File: src/rtl/bcd_serial_addsub_pkg.sv
// Shared types and digit helpers for the serial packed-BCD adder/subtractor.
package bcd_serial_addsub_pkg;

    typedef logic [3:0] bcd_digit_t;

    typedef enum logic [1:0] {
        IDLE,
        RUN,
        DONE
    } state_t;

    localparam bcd_digit_t BCD_MAX = 4'd9;

    // A nibble above 9 is not a decimal digit.
    function automatic logic is_bad_digit(input bcd_digit_t d);
        return d > BCD_MAX;
    endfunction

    // Nine's complement of one digit, wrapping to 4 bits for non-decimal nibbles.
    function automatic bcd_digit_t nines_comp(input bcd_digit_t d);
        return BCD_MAX - d;
    endfunction

endpackage

File: src/rtl/bcd_serial_addsub_if.sv
// Operand/result handshake bundle for the serial BCD adder/subtractor.
interface bcd_serial_addsub_if #(
    parameter int N_DIGITS = 4
) ();
    logic                  in_valid;
    logic                  in_ready;
    logic [4*N_DIGITS-1:0] a;
    logic [4*N_DIGITS-1:0] b;
    logic                  cin;
    logic                  sub;
    logic                  out_valid;
    logic                  out_ready;
    logic [4*N_DIGITS-1:0] sum;
    logic                  cout;
    logic                  neg;
    logic                  err;

    // Producer of operands and consumer of results.
    modport master (
        output in_valid, a, b, cin, sub, out_ready,
        input  in_ready, out_valid, sum, cout, neg, err
    );

    // The arithmetic block itself.
    modport slave (
        input  in_valid, a, b, cin, sub, out_ready,
        output in_ready, out_valid, sum, cout, neg, err
    );
endinterface

File: src/rtl/bcd_serial_addsub_digit_add.sv
// Single-digit decimal add with carry; shared by every digit position in turn.
module bcd_digit_add
    import bcd_serial_addsub_pkg::*;
(
    input  bcd_digit_t a,
    input  bcd_digit_t b,
    input  logic       c_in,
    output bcd_digit_t digit,
    output logic       c_out
);

    logic [4:0] t;

    // Binary sum of the two nibbles, corrected by -10 when it exceeds 9.
    always_comb begin
        t = {1'b0, a} + {1'b0, b} + {4'b0000, c_in};
        if (t > 5'd9) begin
            digit = 4'(t - 5'd10);
            c_out = 1'b1;
        end else begin
            digit = t[3:0];
            c_out = 1'b0;
        end
    end

endmodule

File: src/rtl/bcd_serial_addsub.sv
// Multi-digit packed-BCD adder/subtractor, one digit per clock, LSD first.
// Subtraction is done as A + nines(B) + ~borrow; the final carry means "not negative".
module bcd_serial_addsub
    import bcd_serial_addsub_pkg::*;
#(
    parameter int N_DIGITS = 4
) (
    input  logic                   clk,
    input  logic                   rst_n,
    bcd_serial_addsub_if.slave     bus
);

    localparam int W     = 4 * N_DIGITS;
    localparam int CNT_W = $clog2(N_DIGITS + 1);
    localparam logic [CNT_W-1:0] LAST = CNT_W'(N_DIGITS);

    state_t           state;
    logic [CNT_W-1:0] cnt;
    logic             in_ready_r;
    logic             out_valid_r;
    logic [W-1:0]     sum_r;
    logic             cout_r;
    logic             neg_r;
    logic             err_r;

    logic [W-1:0]     a_sh;
    logic [W-1:0]     b_sh;
    logic [W-1:0]     res_sh;
    logic             c;
    logic             sub_r;
    logic             err_pend;

    logic [W-1:0]     b_nines;
    logic             in_bad;
    logic             accept;
    logic             stepping;
    bcd_digit_t       dig;
    logic             c_next;

    assign accept   = (state == IDLE) && bus.in_valid;
    assign stepping = (state == RUN) && (cnt != LAST);

    // Per-digit nine's complement of B and raw-operand digit validity.
    always_comb begin
        b_nines = '0;
        in_bad  = 1'b0;
        for (int k = 0; k < N_DIGITS; k++) begin
            b_nines[4*k +: 4] = nines_comp(bus.b[4*k +: 4]);
            in_bad = in_bad | is_bad_digit(bus.a[4*k +: 4]) | is_bad_digit(bus.b[4*k +: 4]);
        end
    end

    bcd_digit_add u_digit (
        .a     (a_sh[3:0]),
        .b     (b_sh[3:0]),
        .c_in  (c),
        .digit (dig),
        .c_out (c_next)
    );

    // Operand capture and digit-serial shifting; aborted work is simply abandoned.
    always_ff @(posedge clk) begin
        if (accept) begin
            a_sh     <= bus.a;
            b_sh     <= bus.sub ? b_nines : bus.b;
            c        <= bus.sub ? ~bus.cin : bus.cin;
            sub_r    <= bus.sub;
            err_pend <= in_bad;
        end else if (stepping) begin
            a_sh   <= a_sh >> 4;
            b_sh   <= b_sh >> 4;
            res_sh <= (res_sh >> 4) | (W'(dig) << (W - 4));
            c      <= c_next;
        end
    end

    // Control FSM: N_DIGITS digit steps, one cycle to publish, then hold until taken.
    always_ff @(posedge clk) begin
        if (!rst_n) begin
            state       <= IDLE;
            cnt         <= '0;
            in_ready_r  <= 1'b1;
            out_valid_r <= 1'b0;
            sum_r       <= '0;
            cout_r      <= 1'b0;
            neg_r       <= 1'b0;
            err_r       <= 1'b0;
        end else begin
            case (state)
                IDLE: begin
                    if (bus.in_valid) begin
                        cnt        <= '0;
                        in_ready_r <= 1'b0;
                        state      <= RUN;
                    end
                end
                RUN: begin
                    if (cnt == LAST) begin
                        sum_r       <= res_sh;
                        cout_r      <= c;
                        neg_r       <= sub_r & ~c;
                        err_r       <= err_pend;
                        out_valid_r <= 1'b1;
                        cnt         <= '0;
                        state       <= DONE;
                    end else begin
                        cnt <= cnt + CNT_W'(1);
                    end
                end
                DONE: begin
                    if (bus.out_ready) begin
                        out_valid_r <= 1'b0;
                        in_ready_r  <= 1'b1;
                        state       <= IDLE;
                    end
                end
                default: begin
                    state       <= IDLE;
                    in_ready_r  <= 1'b1;
                    out_valid_r <= 1'b0;
                end
            endcase
        end
    end

    assign bus.in_ready  = in_ready_r;
    assign bus.out_valid = out_valid_r;
    assign bus.sum       = sum_r;
    assign bus.cout      = cout_r;
    assign bus.neg       = neg_r;
    assign bus.err       = err_r;

endmodule

File: src/flat_wrapper.sv
// flat-port wrapper written by rule: the top's interface ports become plain ports
module bcd_serial_addsub_flat import bcd_serial_addsub_pkg::*;
#(
    parameter int N_DIGITS = 4
)
  (clk, rst_n, bus_in_valid, bus_a, bus_b, bus_cin, bus_sub, bus_out_ready, bus_in_ready, bus_out_valid, bus_sum, bus_cout, bus_neg, bus_err);
  bcd_serial_addsub_if #(.N_DIGITS(N_DIGITS)) bus_i ();
  input  logic clk;
  input  logic rst_n;
  input wire logic [$bits(bus_i.in_valid)-1:0] bus_in_valid;
  input wire logic [$bits(bus_i.a)-1:0] bus_a;
  input wire logic [$bits(bus_i.b)-1:0] bus_b;
  input wire logic [$bits(bus_i.cin)-1:0] bus_cin;
  input wire logic [$bits(bus_i.sub)-1:0] bus_sub;
  input wire logic [$bits(bus_i.out_ready)-1:0] bus_out_ready;
  output wire logic [$bits(bus_i.in_ready)-1:0] bus_in_ready;
  output wire logic [$bits(bus_i.out_valid)-1:0] bus_out_valid;
  output wire logic [$bits(bus_i.sum)-1:0] bus_sum;
  output wire logic [$bits(bus_i.cout)-1:0] bus_cout;
  output wire logic [$bits(bus_i.neg)-1:0] bus_neg;
  output wire logic [$bits(bus_i.err)-1:0] bus_err;
  assign bus_i.in_valid = bus_in_valid;
  assign bus_i.a = bus_a;
  assign bus_i.b = bus_b;
  assign bus_i.cin = bus_cin;
  assign bus_i.sub = bus_sub;
  assign bus_i.out_ready = bus_out_ready;
  assign bus_in_ready = bus_i.in_ready;
  assign bus_out_valid = bus_i.out_valid;
  assign bus_sum = bus_i.sum;
  assign bus_cout = bus_i.cout;
  assign bus_neg = bus_i.neg;
  assign bus_err = bus_i.err;
  bcd_serial_addsub #(.N_DIGITS(N_DIGITS)) u_core (.clk(clk), .rst_n(rst_n), .bus(bus_i));
endmodule
File: config.mk
export PLATFORM = sky130hd
export DESIGN_NAME = bcd_serial_addsub_flat
export DESIGN_NICKNAME = d
export VERILOG_FILES = /design/src/rtl/bcd_serial_addsub_pkg.sv /design/src/rtl/bcd_serial_addsub_if.sv /design/src/rtl/bcd_serial_addsub_digit_add.sv /design/src/rtl/bcd_serial_addsub.sv /design/src/flat_wrapper.sv
export SDC_FILE = /design/constraint.sdc
export NUM_CORES = 1
export LEC_CHECK = 0
export BUFFER_PORTS_ARGS = -buffer_cell sky130_fd_sc_hd__clkbuf_2
export CORE_ASPECT_RATIO = 1.25
export CORE_MARGIN = 3
export CORE_UTILIZATION = 50
export CTS_CLUSTER_DIAMETER = 200
export DETAILED_ROUTE_END_ITERATION = 7
export GPL_TIMING_DRIVEN = 0
export HOLD_SLACK_MARGIN = 0.06
export PLACE_DENSITY = 0.8
export SETUP_SLACK_MARGIN = 0.2
export SYNTH_ARGS = -nofsm -noshare
export SYNTH_HDL_FRONTEND = slang
export SYNTH_SLANG_ARGS = --single-unit
File: constraint.sdc
create_clock -name clk -period 2.94 [get_ports clk]
set_input_delay 0.147 -clock clk [delete_from_list [all_inputs] [get_ports clk]]
set_output_delay 0.147 -clock clk [all_outputs]
set_load 0.005 [all_outputs]
==> impl_results.md <==
* Critical path class: register to register
* Yosys warnings at 0
* Reg clk slew, reported paths at 0.09 ns
* GRT Util Overall at 0.175
* Max VDD drop at 335 uV
* Layout cells sized above 1 at 0.253
* CTS tree: yes
* Clk_skew at 0.00730 ns
* Pre-Repair DR Iteration Count at 4
* Initial core utilization at 0.518
* Most frequent CP cell: fa_2
* Placed insts at 458
* Setup violators final at 0
* R2r startpoint: u_core.a_sh[0]$_DFFE_PP_
* Worst r2r dst: u_core.res_sh[15]$_DFFE_PP_
* P&R area growth vs syn at 20.6%
* Chip Width at 79.8 um
* Bufs on Longest Clock Path at 2
* Largest net degree at the start of global routing at 35
* Max_slew headroom at 0.480
* Worst reg-to-reg setup slack at 0.28 ns
* Post-layout util at 0.625
* # fillers at 534
* Synth cell types at 39
* Buffers & Inverters on Critical Path at 1
* H-tree Lvls at 3
* HPWL after DPL at 4680 um
* 1st-iter DRT viols at 70
* Core ar. at 0.00657 sq mm
* Vias in the first global route at 2,370
* Fin crit share at 0.903
* Highest Clock Rate at 377 MHz
* CP Cell Sequence: fa_2 > fa_2 > inv_4 > ha_4 > nor2b_4 > a31o_1 > a2111oi_2 > nor2b_1
* Critical path launch point: u_core.a_sh[0]$_DFFE_PP_
* Slowest cell on crit path: fa_2
* Wire length of the first global-routing pass at 10,400 um
* Met3 WL at 301 um
* P_leak at 1.69 nW
* Worst stage delay on the critical path at 0.60 ns
* Outcome: finished, final reports clean
* Nets at 440
* Crit-path leading delay family: adder cells
* DRC at 0
* Slew Limit Fails at 0
* Mapped cell area at 0.00340 sq mm
* DRT antenna net count at 0
* Detailed-route wire length at 6570 um
* Clock Sink Count at 77
* Crit path depth at 8
* Register Area at 0.00205 sq mm
* Power Density at 632 mW/mm^2
* WL/cell at 13.6 um
* Layout Cells excl Fill at 482
* Critical path required time at 3.04 ns
* HP Class: primary input to register
* Total grt overflow at 0
* Vias per cell at 5.10
* Worst setup SP type: register
* Min Tclk post-route at 2.66 ns
* FP Rows at 33
* Antenna cells at 0
* Net count after synthesis at 363
* Hold WS at 0.0773 ns
* Setup TNS at 0 ns
* Die area at 0.00784 sq mm
* Detail Route met2 WL at 3320 um
* Worst skew pair latency at 0.35 ns
* Crit-path max FO at 3
* IO buf count at 58
* CP endpoint: u_core.res_sh[15]$_DFFE_PP_
* Die height at 98.2 um
* I/O pins at 59
* Gp weighted congestion at 0.877
* Critical Path Sink Type: register
* Num CTS Buffers at 9
* Final hold violation count at 0
* Area of the multi-input gates at 0.00129 sq mm
* Vias at 2,458
* Critical path data arrival time at 2.75 ns
* Avg Inst Size Synth at 10.9 sq um
* Reg2reg path depth at 8
* Final Power at 2.59 mW
* Clk root buf: clkbuf_8
* M1 WL at 2770 um
* Top sig layer: met4
* Mapped Cells at 313
* Seq/Total Area, Yosys at 0.603
* RSZ-0062 raised after global routing: no
* Initial antenna violation count at 0
* Max Cap Violations at 0
* #FFs+latches synth at 77
* Worst slew pin tran at 0.778 ns
logic make-up (layout without fill, tap and decap cells):
logic type               after synthesis  after routing  synth area share
AO/OA/AOI/OAI                         57             57             0.116
AND/OR/NAND/NOR                      123            123             0.154
flip-flops                            77             77             0.603
adder cells (fa/ha/maj)               12             12            0.0485
XOR/XNOR                              11             11            0.0283
buffers and inverters                 27            109            0.0324
multiplexers                           6              6            0.0180
power by group:
group          internal [mW]  switching [mW]  leakage [nW]  total (mW)
logic                  0.250           0.272         0.888       0.522
clock network          0.318           0.411        0.0958       0.729
registers               1.30          0.0427         0.710        1.34
synthesized netlist by cell type:
master     instances  area share
o21a_1             1      0.0022
o21bai_1           1      0.0022
nor3_1             1      0.0015
nand3b_1           2      0.0044
o21ai_0           12       0.018
nor2_1            16       0.018
inv_2              1      0.0011
inv_1             15       0.017
o32ai_1            1      0.0026
a21o_2             1      0.0026
a22oi_1            2      0.0044
xor2_1             5       0.013
nand2_1           85       0.094
mux2_2             1      0.0033
nand4_1            2      0.0037
nor2b_1            4      0.0074
dfxtp_1           26        0.15
fa_1               2       0.012
xnor2_1            6       0.015
nand3_2            1      0.0029
a21boi_1          19       0.042
a21oi_1           12       0.018
edfxtp_1          51        0.45
ha_1              10       0.037
o31ai_4            1      0.0063
clkbuf_1           4      0.0044
and3_1             1      0.0018
nand3_1            1      0.0015
a22o_1             1      0.0026
and2_1             7       0.013
o22ai_1            2      0.0037
mux2i_1            5       0.015
a2111oi_1          1      0.0029
or2_2              1      0.0018
a31o_1             1      0.0026
and2b_1            2      0.0044
a21oi_4            1      0.0048
buf_2              7       0.010
a31oi_1            1      0.0018
state kept, by name (all words and copies together) (netlist names), 2 cells and up:
| signal | cells |
|---|---|
| u_core.state | 2 |
| u_core.bus.sum | 16 |
| u_core.a_sh | 16 |
| u_core.b_sh | 16 |
| u_core.res_sh | 16 |
| u_core.cnt | 3 |
worst min path at each step:
| stage | from | endpoint | slack (ns) | cells after the start |
|---|---|---|---|---|
| floorplan | bus_sub | u_core.sub_r$_DFFE_PP_ | 0.25 | 0 |
| global placement | bus_sub | u_core.sub_r$_DFFE_PP_ | 0.42 | 1 |
| detailed placement | bus_sub | u_core.sub_r$_DFFE_PP_ | 0.42 | 1 |
| CTS | bus_a[6] | u_core.a_sh[6]$_DFFE_PP_ | 0.06 | 3 |
| global route | bus_a[0] | u_core.a_sh[0]$_DFFE_PP_ | 0.08 | 3 |
| finish | bus_a[6] | u_core.a_sh[6]$_DFFE_PP_ | 0.08 | 3 |
cell usage in the layout (no fill, tap or decap), types with 2 or more instances in the layout:
master,netlist,layout
nand2_1,85,84
clkbuf_2,0,58
edfxtp_1,51,51
dfxtp_1,26,26
a21boi_1,19,19
nor2_1,16,16
inv_1,15,14
a21oi_1,12,12
o21ai_0,12,12
ha_1,10,9
clkbuf_8,0,9
buf_2,7,7
and2_1,7,7
xor2_1,5,5
mux2i_1,5,5
xnor2_1,6,5
clkbuf_1,4,4
inv_4,0,4
dlygate4sd3_1,0,4
buf_4,0,4
nor2b_1,4,3
inv_6,0,3
nand3b_1,2,2
and2b_1,2,2
nand4_1,2,2
o22ai_1,2,2
a22oi_1,2,2
fa_2,0,2
through the flow:
stage	cell area (sq um)	setup slack [ns]
after floorplan	3400	0.220
after detailed placement	3800	0.0384
after global placement	3800	0.117
after CTS	4060	0.250
final	4100	0.284
after global routing	4100	0.204
routing by layer:
layer,vias up,GRT usage
met1,1153,0.204
met4,0,0.0975
met2,72,0.300
met3,12,0.0332
met5,-,0
li1,1221,-
final cells by class:
type	count	share of cell area
timing repair buffer	66	0.0878
buffer	11	0.0122
clock inverter	7	0.0131
multi-input combinational	209	0.315
inverter	16	0.0152
tap	87	0.0265
clock buffer	9	0.0302
sequential	77	0.500
repair_timing:
item	in CTS	in global routing
endpoints found under the setup margin	4	2
endpoints found under the hold margin	4	0
cloned	0	0
setup buffers	1	3
pin swaps	3	5
resized for setup	7	4
hold buffers	4	0
worst register-to-register path: cells and delay by family, from the launching register on:
family | cells | cell delay, ns
AND/OR/NAND/NOR | 2 | 0.22
adder cells (fa/ha/maj) | 3 | 1.18
flip-flops | 1 | 0.41
AO/OA/AOI/OAI | 2 | 0.57
buffers and inverters | 1 | 0.05
Power figures use the tool's default switching activity.
